==> config.mk <==
export PLATFORM = sky130hd
export DESIGN_NAME = alu_mul_seq
export DESIGN_NICKNAME = d
export VERILOG_FILES = /design/src/rtl/alu_pkg.sv /design/src/rtl/alu_mul_seq.sv
export SDC_FILE = /design/constraint.sdc
export NUM_CORES = 1
export LEC_CHECK = 0
export ABC_CLOCK_PERIOD_IN_PS = 1700
export CORE_AREA = 2 2 67 57
export CTS_CLUSTER_DIAMETER = 200
export CTS_CLUSTER_SIZE = 24
export DETAILED_ROUTE_END_ITERATION = 10
export DIE_AREA = 0 0 69 59
export PLACE_DENSITY = 0.84
export SLEW_MARGIN = 20
export SYNTH_ARGS = -nofsm -noshare
export SYNTH_HDL_FRONTEND = slang
export SYNTH_SLANG_ARGS = --single-unit
export TNS_END_PERCENT = 20
==> constraint.sdc <==
create_clock -name clk -period 1.7 [get_ports clk]
set_clock_uncertainty 0.2 [all_clocks]
set_input_delay 0.255 -clock clk [delete_from_list [all_inputs] [get_ports clk]]
set_output_delay 0.255 -clock clk [all_outputs]
set_load 0.01 [all_outputs]
==> src/rtl/alu_pkg.sv <==
// Shared definitions for the sequential multiplier and the 4-bit slice ALU it drives:
// ALU select/carry-in encodings, controller state enum and the default operand width.
package alu_pkg;

    localparam int ALU_WIDTH = 4;

    localparam logic [3:0] SEL_XFER = 4'b0000;
    localparam logic [3:0] SEL_ADD  = 4'b0001;
    localparam logic [3:0] SEL_SHR  = 4'b1000;

    localparam logic C0_XFER = 1'b0;
    localparam logic C0_ADD  = 1'b0;
    localparam logic C0_SHR  = 1'b0;  // ALU ignores c0 for SHR; tie low

    typedef enum logic [1:0] {
        IDLE  = 2'd0,
        ADD   = 2'd1,
        SHIFT = 2'd2,
        DONE  = 2'd3
    } state_t;

endpackage

==> src/rtl/alu_mul_seq.sv <==
// Shift-and-add 4x4 unsigned multiplier that time-shares the external slice ALU:
// one ADD/XFER cycle plus one SHR cycle per multiplier bit, then a DONE cycle.
module alu_mul_seq
    import alu_pkg::*;
#(
    parameter int WIDTH = ALU_WIDTH
) (
    input  logic               clk,
    input  logic               rst,
    input  logic               start,
    input  logic [WIDTH-1:0]   mcand,
    input  logic [WIDTH-1:0]   mplier,
    output logic               busy,
    output logic               done,
    output logic [2*WIDTH-1:0] product,
    output logic [WIDTH-1:0]   alu_a,
    output logic [WIDTH-1:0]   alu_b,
    output logic [3:0]         alu_s,
    output logic               alu_c0,
    output logic               alu_il,
    output logic               alu_ir,
    input  logic [WIDTH-1:0]   alu_f,
    input  logic               alu_c8
);

    if (WIDTH != 4) begin : g_width_check
        $error("alu_mul_seq: only WIDTH=4 is supported");
    end

    state_t               r_state;
    logic [WIDTH-1:0]     r_a;
    logic [WIDTH-1:0]     r_q;
    logic [WIDTH-1:0]     r_m;
    logic                 r_c;
    logic [1:0]           r_cnt;
    logic [2*WIDTH-1:0]   r_product;
    logic                 r_busy;
    logic                 r_done;

    logic [WIDTH-1:0]     w_alu_a;
    logic [WIDTH-1:0]     w_alu_b;
    logic [3:0]           w_alu_s;
    logic                 w_alu_c0;
    logic                 w_alu_ir;

    // NOTE: every signal gets a default before the case so no path leaves it unassigned (no latch).
    always_comb begin
        w_alu_a  = '0;
        w_alu_b  = '0;
        w_alu_s  = SEL_XFER;
        w_alu_c0 = C0_XFER;
        w_alu_ir = 1'b0;
        case (r_state)
            ADD: begin
                w_alu_a  = r_a;
                w_alu_b  = r_m;
                w_alu_s  = r_q[0] ? SEL_ADD : SEL_XFER;
                w_alu_c0 = r_q[0] ? C0_ADD  : C0_XFER;
            end
            SHIFT: begin
                w_alu_a  = r_a;
                w_alu_s  = SEL_SHR;
                w_alu_c0 = C0_SHR;
                w_alu_ir = r_c;
            end
            default: ;
        endcase
    end

    // done/busy are registered, so the done pulse shows one cycle after DONE; the IDLE
    // cycle carrying that pulse still counts as busy and refuses start.
    // NOTE: state registers use non-blocking assignments so all updates see pre-edge values.
    always_ff @(posedge clk or posedge rst) begin
        if (rst) begin
            r_state   <= IDLE;
            r_a       <= '0;
            r_q       <= '0;
            r_m       <= '0;
            r_c       <= 1'b0;
            r_cnt     <= 2'd0;
            r_product <= '0;
            r_busy    <= 1'b0;
            r_done    <= 1'b0;
        end else begin
            case (r_state)
                IDLE: begin
                    r_done <= 1'b0;
                    if (start && !r_done) begin
                        r_m     <= mcand;
                        r_q     <= mplier;
                        r_a     <= '0;
                        r_c     <= 1'b0;
                        r_cnt   <= 2'd0;
                        r_busy  <= 1'b1;
                        r_state <= ADD;
                    end else begin
                        r_busy  <= 1'b0;
                    end
                end
                ADD: begin
                    r_a     <= alu_f;
                    r_c     <= alu_c8;
                    r_state <= SHIFT;
                end
                SHIFT: begin
                    r_a     <= alu_f;
                    r_q     <= {r_a[0], r_q[WIDTH-1:1]};
                    r_c     <= 1'b0;
                    r_cnt   <= r_cnt + 2'd1;
                    r_state <= (r_cnt == 2'd3) ? DONE : ADD;
                end
                DONE: begin
                    r_product <= {r_a, r_q};
                    r_done    <= 1'b1;
                    r_state   <= IDLE;
                end
                default: r_state <= IDLE;
            endcase
        end
    end

    assign busy    = r_busy;
    assign done    = r_done;
    assign product = r_product;
    assign alu_a   = w_alu_a;
    assign alu_b   = w_alu_b;
    assign alu_s   = w_alu_s;
    assign alu_c0  = w_alu_c0;
    assign alu_il  = 1'b0;
    assign alu_ir  = w_alu_ir;

endmodule

==> results.txt, run 1 <==
* Syn Std Cell Area: 1368 sq um
- Static leakage: 0.0009021 uW
- Finish-stage setup viols: 30
- Power spread over the standard cell area amounts to 2019 nW/um^2.
* Top-area cell type share of the netlist area: 49.41%
* Via Count: 953
- Entering global routing, the biggest net connects 28 pins.
* Class of the most critical hold timing path: in -> async
- For the worst setup path, the data required time is 1.24 ns.
* Number of enable-type register cells in the synthesized netlist: 0
* Number of vias per cell: 4.838
* Row count: 19
- Clock-pin slew was measured on the worst setup and hold paths at 0.09 ns.
* Failing checks: setup timing
- IR analysis of the VDD net gives a maximum drop of 0.8407 mV.
- Dominant register cell in the synthesized netlist: sky130_fd_sc_hd__dfrtp_1
* Most Crowded Layer GR: met2
- Synth-to-layout area growth: 43.18%
- Met1 usage: 17.85%
* Maximum Capacitance Violations: 0
* Core area: 3328 sq um
- In this run the vertical extent of the chip is 59 um.
- Unrepaired setup endpoints after global routing: true
- Total inserted antenna cells: 0
- Top fanout value on the critical path: 6
- Die area: 4071 sq um
* Share of cells above drive strength 1: 41.29%
- STA classifies the critical path endpoint as an output pin.
* GR Util met2: 31.32%
- Post-Synthesis Mean Instance Area: 13.28 sq um
* Cells taking the most area after synthesis: sky130_fd_sc_hd__dfrtp_1, sky130_fd_sc_hd__mux2_2, sky130_fd_sc_hd__mux2_4
* Number of routed nets with antenna violations: 0
* Final-report max-slew violation count: 0
* Post-layout util: 58.83%
- The run finished, with violations left.
- The count of buffers added on input and output ports is 36.
- The worst setup path is launched from a flop.
* Signal arrival time at the worst endpoint: 1.44 ns
- Setup Crit Path Kind: reg -> out
* Post-synth cell types: 27
- Max Clk Rate: 0.5288 GHz
- The final hold violation count came to 0.
- Leaving out filler cells and counting taps, the final layout contains 197.
- TritonCTS clock tree: yes
- GRT Residual Overflow: 0
* Total I/O pin count: 41
- Synth async-reset ratio: 100.0%
- Sequential elements use 49.41% of the synthesized area.
- Setup crit start: r_state[0]
- Total negative slack: -2.859 ns
- Cells after Synth: 103
- In this run the number of H-tree levels came out at 1.
- Starting density of the core: 41.09%
- After the first detailed-routing iteration, the DRC count stood at 41.
- Smallest setup slack after layout: -0.1913 ns
- Routed len/inst: 16.26 um
- After detailed routing, the number of remaining DRC violations is 0.
- Largest area contributor in the synthesized netlist: sky130_fd_sc_hd__dfrtp_1
- The final layout contains 178 nets.
- The number of antenna violations at the first check in global routing came to 0.
- The via count of the first global-routing pass is 999.
- Number of warnings printed during yosys synthesis: 0
- Synth Register Bits: 27
- The die is 69 um wide.
- The worst register-to-register path begins at r_state[0].
* Cts hold-fix bufs: 0
- Shortest clock period the worst path allows after layout: 1.891 ns
* Portion of the clock cycle consumed by the worst path in the final layout: 111.3%
* Sum of net half-perimeters after detailed placement: 2.308 mm
- Routability-driven placement finished with a final weighted congestion of 0.7606.
- The clock reaches the later pin of the worst-skew pair after 0.27 ns.
* Root Buffer: sky130_fd_sc_hd__clkbuf_8
- In the global route stage, overall resource usage came out at 16.42%.
- Placed instance count: 188
- 1st-pass router iterations: 4
* Routed WL: 3.204 mm
- Clock Sinks: 27
- GR Util met3: 4.422%
- CTS buffer count: 3
* First-pass GRT wire length: 5.071 mm
- The clock passes through at most 2 buffers.
layout by cell type (no fill, tap or decap), drive strengths merged, types with 2 or more instances in the layout:
master,n
dfrtp,27
inv,8
clkbuf,3
o21ai,3
mux2i,4
conb,4
clkdlybuf4s15,3
nand2,2
buf,25
and2,8
mux2,21
nor2,2
clkdlybuf4s50,24
a32o,4
ha,6
report_power, final:
group          internal (uW)  switching, uW
Sequential               959            201
Combinational           1420           1010
Clock                    166            200
area by class of cell:
cell class,count,area [sq um]
clock buffers,3,41.29
well taps,42,52.55
fillers,276,1370
clock inverters,1,7.507
repair buffers,53,489.2
flip-flops and latches,27,675.6
inverters,8,35.03
multi-input cells,63,656.9
repair_timing:
action | CTS | global route
gates resized for setup | 56 | 3
hold endpoints to repair | 0 | 0
cloned | 0 | 0
buffers inserted | 5 | 0
pin swaps | 7 | 1
endpoints found under the setup margin | 29 | 37
worst max-delay path, stage by stage, from the launching register on:
cell                      delay (ns)
sky130_fd_sc_hd__dfrtp_1        0.42
sky130_fd_sc_hd__buf_6          0.13
sky130_fd_sc_hd__inv_4          0.04
sky130_fd_sc_hd__ha_4           0.30
sky130_fd_sc_hd__and3_4         0.19
sky130_fd_sc_hd__buf_6          0.09
registers in the layout, summed over array words and instances (netlist names):
| register | flops |
|---|---|
| done | 1 |
| busy | 1 |
| r_q | 4 |
| r_c | 1 |
| r_cnt | 2 |
| r_m | 4 |
| product | 8 |
| r_a | 4 |
| r_state | 2 |
stage by stage:
| stage | instance area [sq um] | power [uW] | hold WS (ns) | setup WS, ns |
|---|---|---|---|---|
| 2_1_floorplan | 1391 | 2417 | 0.1077 | 0.005628 |
| 6_report | 1958 | 3954 | 0.1442 | -0.1913 |
| 3_3_place_gp | 1836 | 3230 | 0.2660 | -0.2469 |
| 5_1_grt | 1958 | 4184 | 0.1657 | -0.2291 |
| 3_5_place_dp | 1836 | 3349 | 0.2768 | -0.3153 |
| 4_1_cts | 1951 | 3908 | 0.1498 | -0.1531 |
final timing paths:
kind	endpoint	cells past startpoint	slack [ns]
min in group clk	r_cnt[0]	1	0.29
setup / recovery	alu_s[0]	5	-0.19
setup reg to reg	r_q[1]	7	-0.19
hold / removal	product[2]	3	0.14
max in group asynchronous	r_m[0]	3	0.90
hold reg to reg	r_cnt[0]	1	0.29
routing by layer:
metal  vias up  part of all wire [%]
met3         8                   4.3
li1        452                     -
met5         -                     0
met4         0                   1.8
met2        26                    55
met1       467                    39
logic make-up after synthesis:
logic type / after synthesis / synth area share (%)
fa+ha+maj: 6 / 5.489
mux: 25 / 23.33
buf+inv: 16 / 6.680
other cells: 1 / 0.2742
flops: 27 / 49.41
simple gates: 17 / 8.052
compound gates: 11 / 6.771
synth_stat cells, types with 2 or more instances:
cell type / instances
sky130_fd_sc_hd__buf_4: 5
sky130_fd_sc_hd__o21ai_0: 2
sky130_fd_sc_hd__ha_1: 6
sky130_fd_sc_hd__dfrtp_1: 27
sky130_fd_sc_hd__mux2_2: 13
sky130_fd_sc_hd__a32o_1: 4
sky130_fd_sc_hd__nand2_1: 2
sky130_fd_sc_hd__nor2_1: 2
sky130_fd_sc_hd__buf_2: 2
sky130_fd_sc_hd__mux2i_1: 3
sky130_fd_sc_hd__mux2_4: 8
sky130_fd_sc_hd__and2_1: 8
sky130_fd_sc_hd__inv_1: 7
Power figures use the tool's default switching activity.
==> inputs of run 2 (changes only) <==
--- a/config.mk
+++ b/config.mk
@@ -5,13 +5,13 @@
 export SDC_FILE = /design/constraint.sdc
 export NUM_CORES = 1
 export LEC_CHECK = 0
-export ABC_CLOCK_PERIOD_IN_PS = 1700
-export CORE_AREA = 2 2 67 57
+export ABC_CLOCK_PERIOD_IN_PS = 2300
+export CORE_AREA = 2 2 62 52
 export CTS_CLUSTER_DIAMETER = 200
 export CTS_CLUSTER_SIZE = 24
 export DETAILED_ROUTE_END_ITERATION = 10
-export DIE_AREA = 0 0 69 59
-export PLACE_DENSITY = 0.84
+export DIE_AREA = 0 0 64 54
+export PLACE_DENSITY = 0.93
 export SLEW_MARGIN = 20
 export SYNTH_ARGS = -nofsm -noshare
 export SYNTH_HDL_FRONTEND = slang
==> constraint.sdc (replaced) <==
create_clock -name clk -period 2.3 [get_ports clk]
set_clock_uncertainty 0.2 [all_clocks]
set_input_delay 0.345 -clock clk [delete_from_list [all_inputs] [get_ports clk]]
set_output_delay 0.345 -clock clk [all_outputs]
set_load 0.01 [all_outputs]
==> results.txt, run 2 (synthesized netlist as in run 1, its figures left out) <==
* First-pass GRT wire length: 4.347 mm (-14%)
- Vert. Die Dim: 54 um (-8.5%)
* Sum of net half-perimeters after detailed placement: 1.946 mm (-16%)
- The number of vias in the routed layout was 886 (-7.0%).
* Starting density of the core: 47.07% (+6.0 points)
- The worst voltage drop across the vdd grid came to 0.7607 mV (-9.5%).
* Shortest clock period the worst path allows after layout: 2.232 ns
- Remaining DRCs: 0 (unchanged)
- Share of cells above drive strength 1: 26.39% (-15 points)
- Req. time, crit path: 1.75 ns (+0.51 ns)
* Hold violation total from the final report: 0 (unchanged)
* GRT Residual Overflow: 0 (unchanged)
* Portion of the clock cycle consumed by the worst path in the final layout: 97.04%
- Total I/O pin count: 41 (unchanged)
- The static power due to leakage is 0.0008663 uW (-4.0%).
* TritonCTS clock tree: yes
* Critical Path, Cell by Cell: inv_1 -> ha_4 -> buf_4 -> and3_1 -> dlygate4sd2_1
- Total inserted antenna cells: 0 (unchanged)
- Post-place instance area: 1760 sq um (-4.1%)
* Power per cell area: 1399 nW/um^2 (-31%)
* Setup Crit Path Kind: reg -> out
- The total area of multi-input combinational cells came to 639.4 sq um (-2.7%).
* Clock Sinks: 27 (unchanged)
* Top fanout value on the critical path: 7 (+1)
- Routability congestion estimate: 0.8000 (+5.2%)
- Initial antenna violation count: 0 (unchanged)
- The post-route worst hold slack was 0.1659 ns (+0.02172 ns).
* Largest register FFs: 8 (unchanged)
* Most common cell after layout, fill and taps aside: sky130_fd_sc_hd__dfrtp_1
- In this run the worst hold path is classified as in -> async.
* H-tree lvl count: 1 (unchanged)
* Critical path startpoint category: flop
- Clock Tree Buf Depth: 2 (unchanged)
- The average detailed-routed wire length per instance was 14.43 um (-11%).
- The worst register-to-register path ends at r_q[1].
- Core area: 2905 sq um (-13%)
- Total negative slack: 0 ns (+2.859 ns)
* 1st-pass router iterations: 4 (unchanged)
- Maximum number of pins on one net before global-route repair: 28 (unchanged)
* Commonest cells after routing, fill and taps aside: sky130_fd_sc_hd__dfrtp_1, sky130_fd_sc_hd__clkdlybuf4s50_1, sky130_fd_sc_hd__mux2_2, sky130_fd_sc_hd__dlygate4sd2_1
- Cell area after layout: 1821 sq um (-7.0%)
- Worst-path clk slew: 0.14 ns (+0.05 ns)
- The count of maximum capacitance violations came to 0 (unchanged).
* Final-report max-slew violation count: 0 (unchanged)
* Number of vias per cell: 4.815 (-0.46%)
- Worst-skew pair later-pin latency: 0.32 ns (+0.05 ns)
- Reg-to-Reg Start: r_state[1]
* Global-route usage over all layers: 16.91% (+0.48 points)
* Worst stage delay on the critical path: 0.41 ns (about the same)
- Total Power Consumption: 2546 uW (-36%)
- Capture point of the worst path: alu_s[0]
* Routed WL: 2.656 mm (-17%)
- In this run the worst setup path begins at r_state[1].
- The number of cells on the worst reg-to-reg path is 5 (-2).
* Outcome: finished, final reports clean
- The via count of the first global-routing pass is 924 (-7.5%).
- The root buffer cell chosen for the clock tree is sky130_fd_sc_hd__clkbuf_4.
- The total area of sequential cells came to 675.6 sq um (unchanged).
* Chip Width: 64 um (-7.2%)
- The count of buffers from port buffering was 36 (unchanged).
* Max Clk Rate: 0.4481 GHz
- Setup crit end kind: output pin
* Slowest cell on the critical path: sky130_fd_sc_hd__dfrtp_1
- Worst slack after detailed placement: 0.04968 ns (+0.3649 ns)
- The number of buffers created by CTS is 3 (unchanged).
* Unrepaired setup endpoints after global routing: false
- NumNets Final: 167 (-6.2%)
- The smallest setup slack after layout was 0.06811 ns (+0.2594 ns).
- Number of routed nets with antenna violations: 0 (unchanged)
- The count of hold buffers inserted by post-cts repair was 0 (unchanged).
- The die outline area came to 3456 sq um (-15%).
- The count of endpoints failing setup in the final report is 0 (-100%).
- Detailed Route Iter0 Violations: 24 (-41%)
* Synth-to-layout area growth: 33.12%
- The site row count came to 18 (-1).
- Signal arrival time at the worst endpoint: 1.69 ns (+0.25 ns)
* Slack of the worst reg-to-reg path: 0.54 ns (+0.73 ns)
* # fillers: 228 (-17%)
==> run 2: per-layer routing <==
metal / vias to the layer above / global-route usage, % / wire length, um
met4: 0 / 6.522 / 50
met5: - / 0 / 0
met3: 4 / 3.766 / 107
li1: 425 / - / -
met1: 429 / 19.39 / 1081
met2: 28 / 31.42 / 1418
==> run 2: final cells by class <==
| class | instances | area share [%] |
|---|---|---|
| multi-input combinational | 63 | 35.12 |
| timing repair buffer | 42 | 21.79 |
| sequential | 27 | 37.11 |
| tap | 40 | 2.749 |
| clock buffer | 4 | 1.443 |
| inverter | 8 | 1.787 |
==> run 2: critical path: cells and delay by family, from the launching register on <==
family                   cells  cell delay, ns
adder cells (fa/ha/maj)      1            0.24
buffers and inverters        3            0.56
flip-flops                   1            0.41
AND/OR/NAND/NOR              1            0.15
==> run 2: how the worst min path moves through the flow <==
| stage | startpoint | end | slack (ns) | cells past startpoint |
|---|---|---|---|---|
| 2_1_floorplan | rst | busy | 0.20 | 1 |
| 6_report | rst | r_q[1] | 0.17 | 3 |
| 4_1_cts | rst | product[1] | 0.18 | 3 |
| 5_1_grt | rst | product[1] | 0.20 | 3 |
| 3_3_place_gp | busy | busy | 0.26 | 1 |
| 3_5_place_dp | busy | busy | 0.27 | 1 |
==> run 2: stage by stage <==
stage	cells	utilization [%]
floorplan	106	-
global placement	178	60.59
detailed placement	178	60.59
CTS	184	62.23
global route	184	62.66
finish	184	62.66
==> run 2: repair_timing <==
action,in CTS,in global routing
setup buffers,2,0
gates resized for setup,13,3
endpoints found under the setup margin,10,2
pin swaps,1,0
==> run 2: power by group <==
| part | switching [uW] | internal [uW] |
|---|---|---|
| clock network | 130 | 67.8 |
| registers | 136 | 707 |
| logic | 647 | 859 |
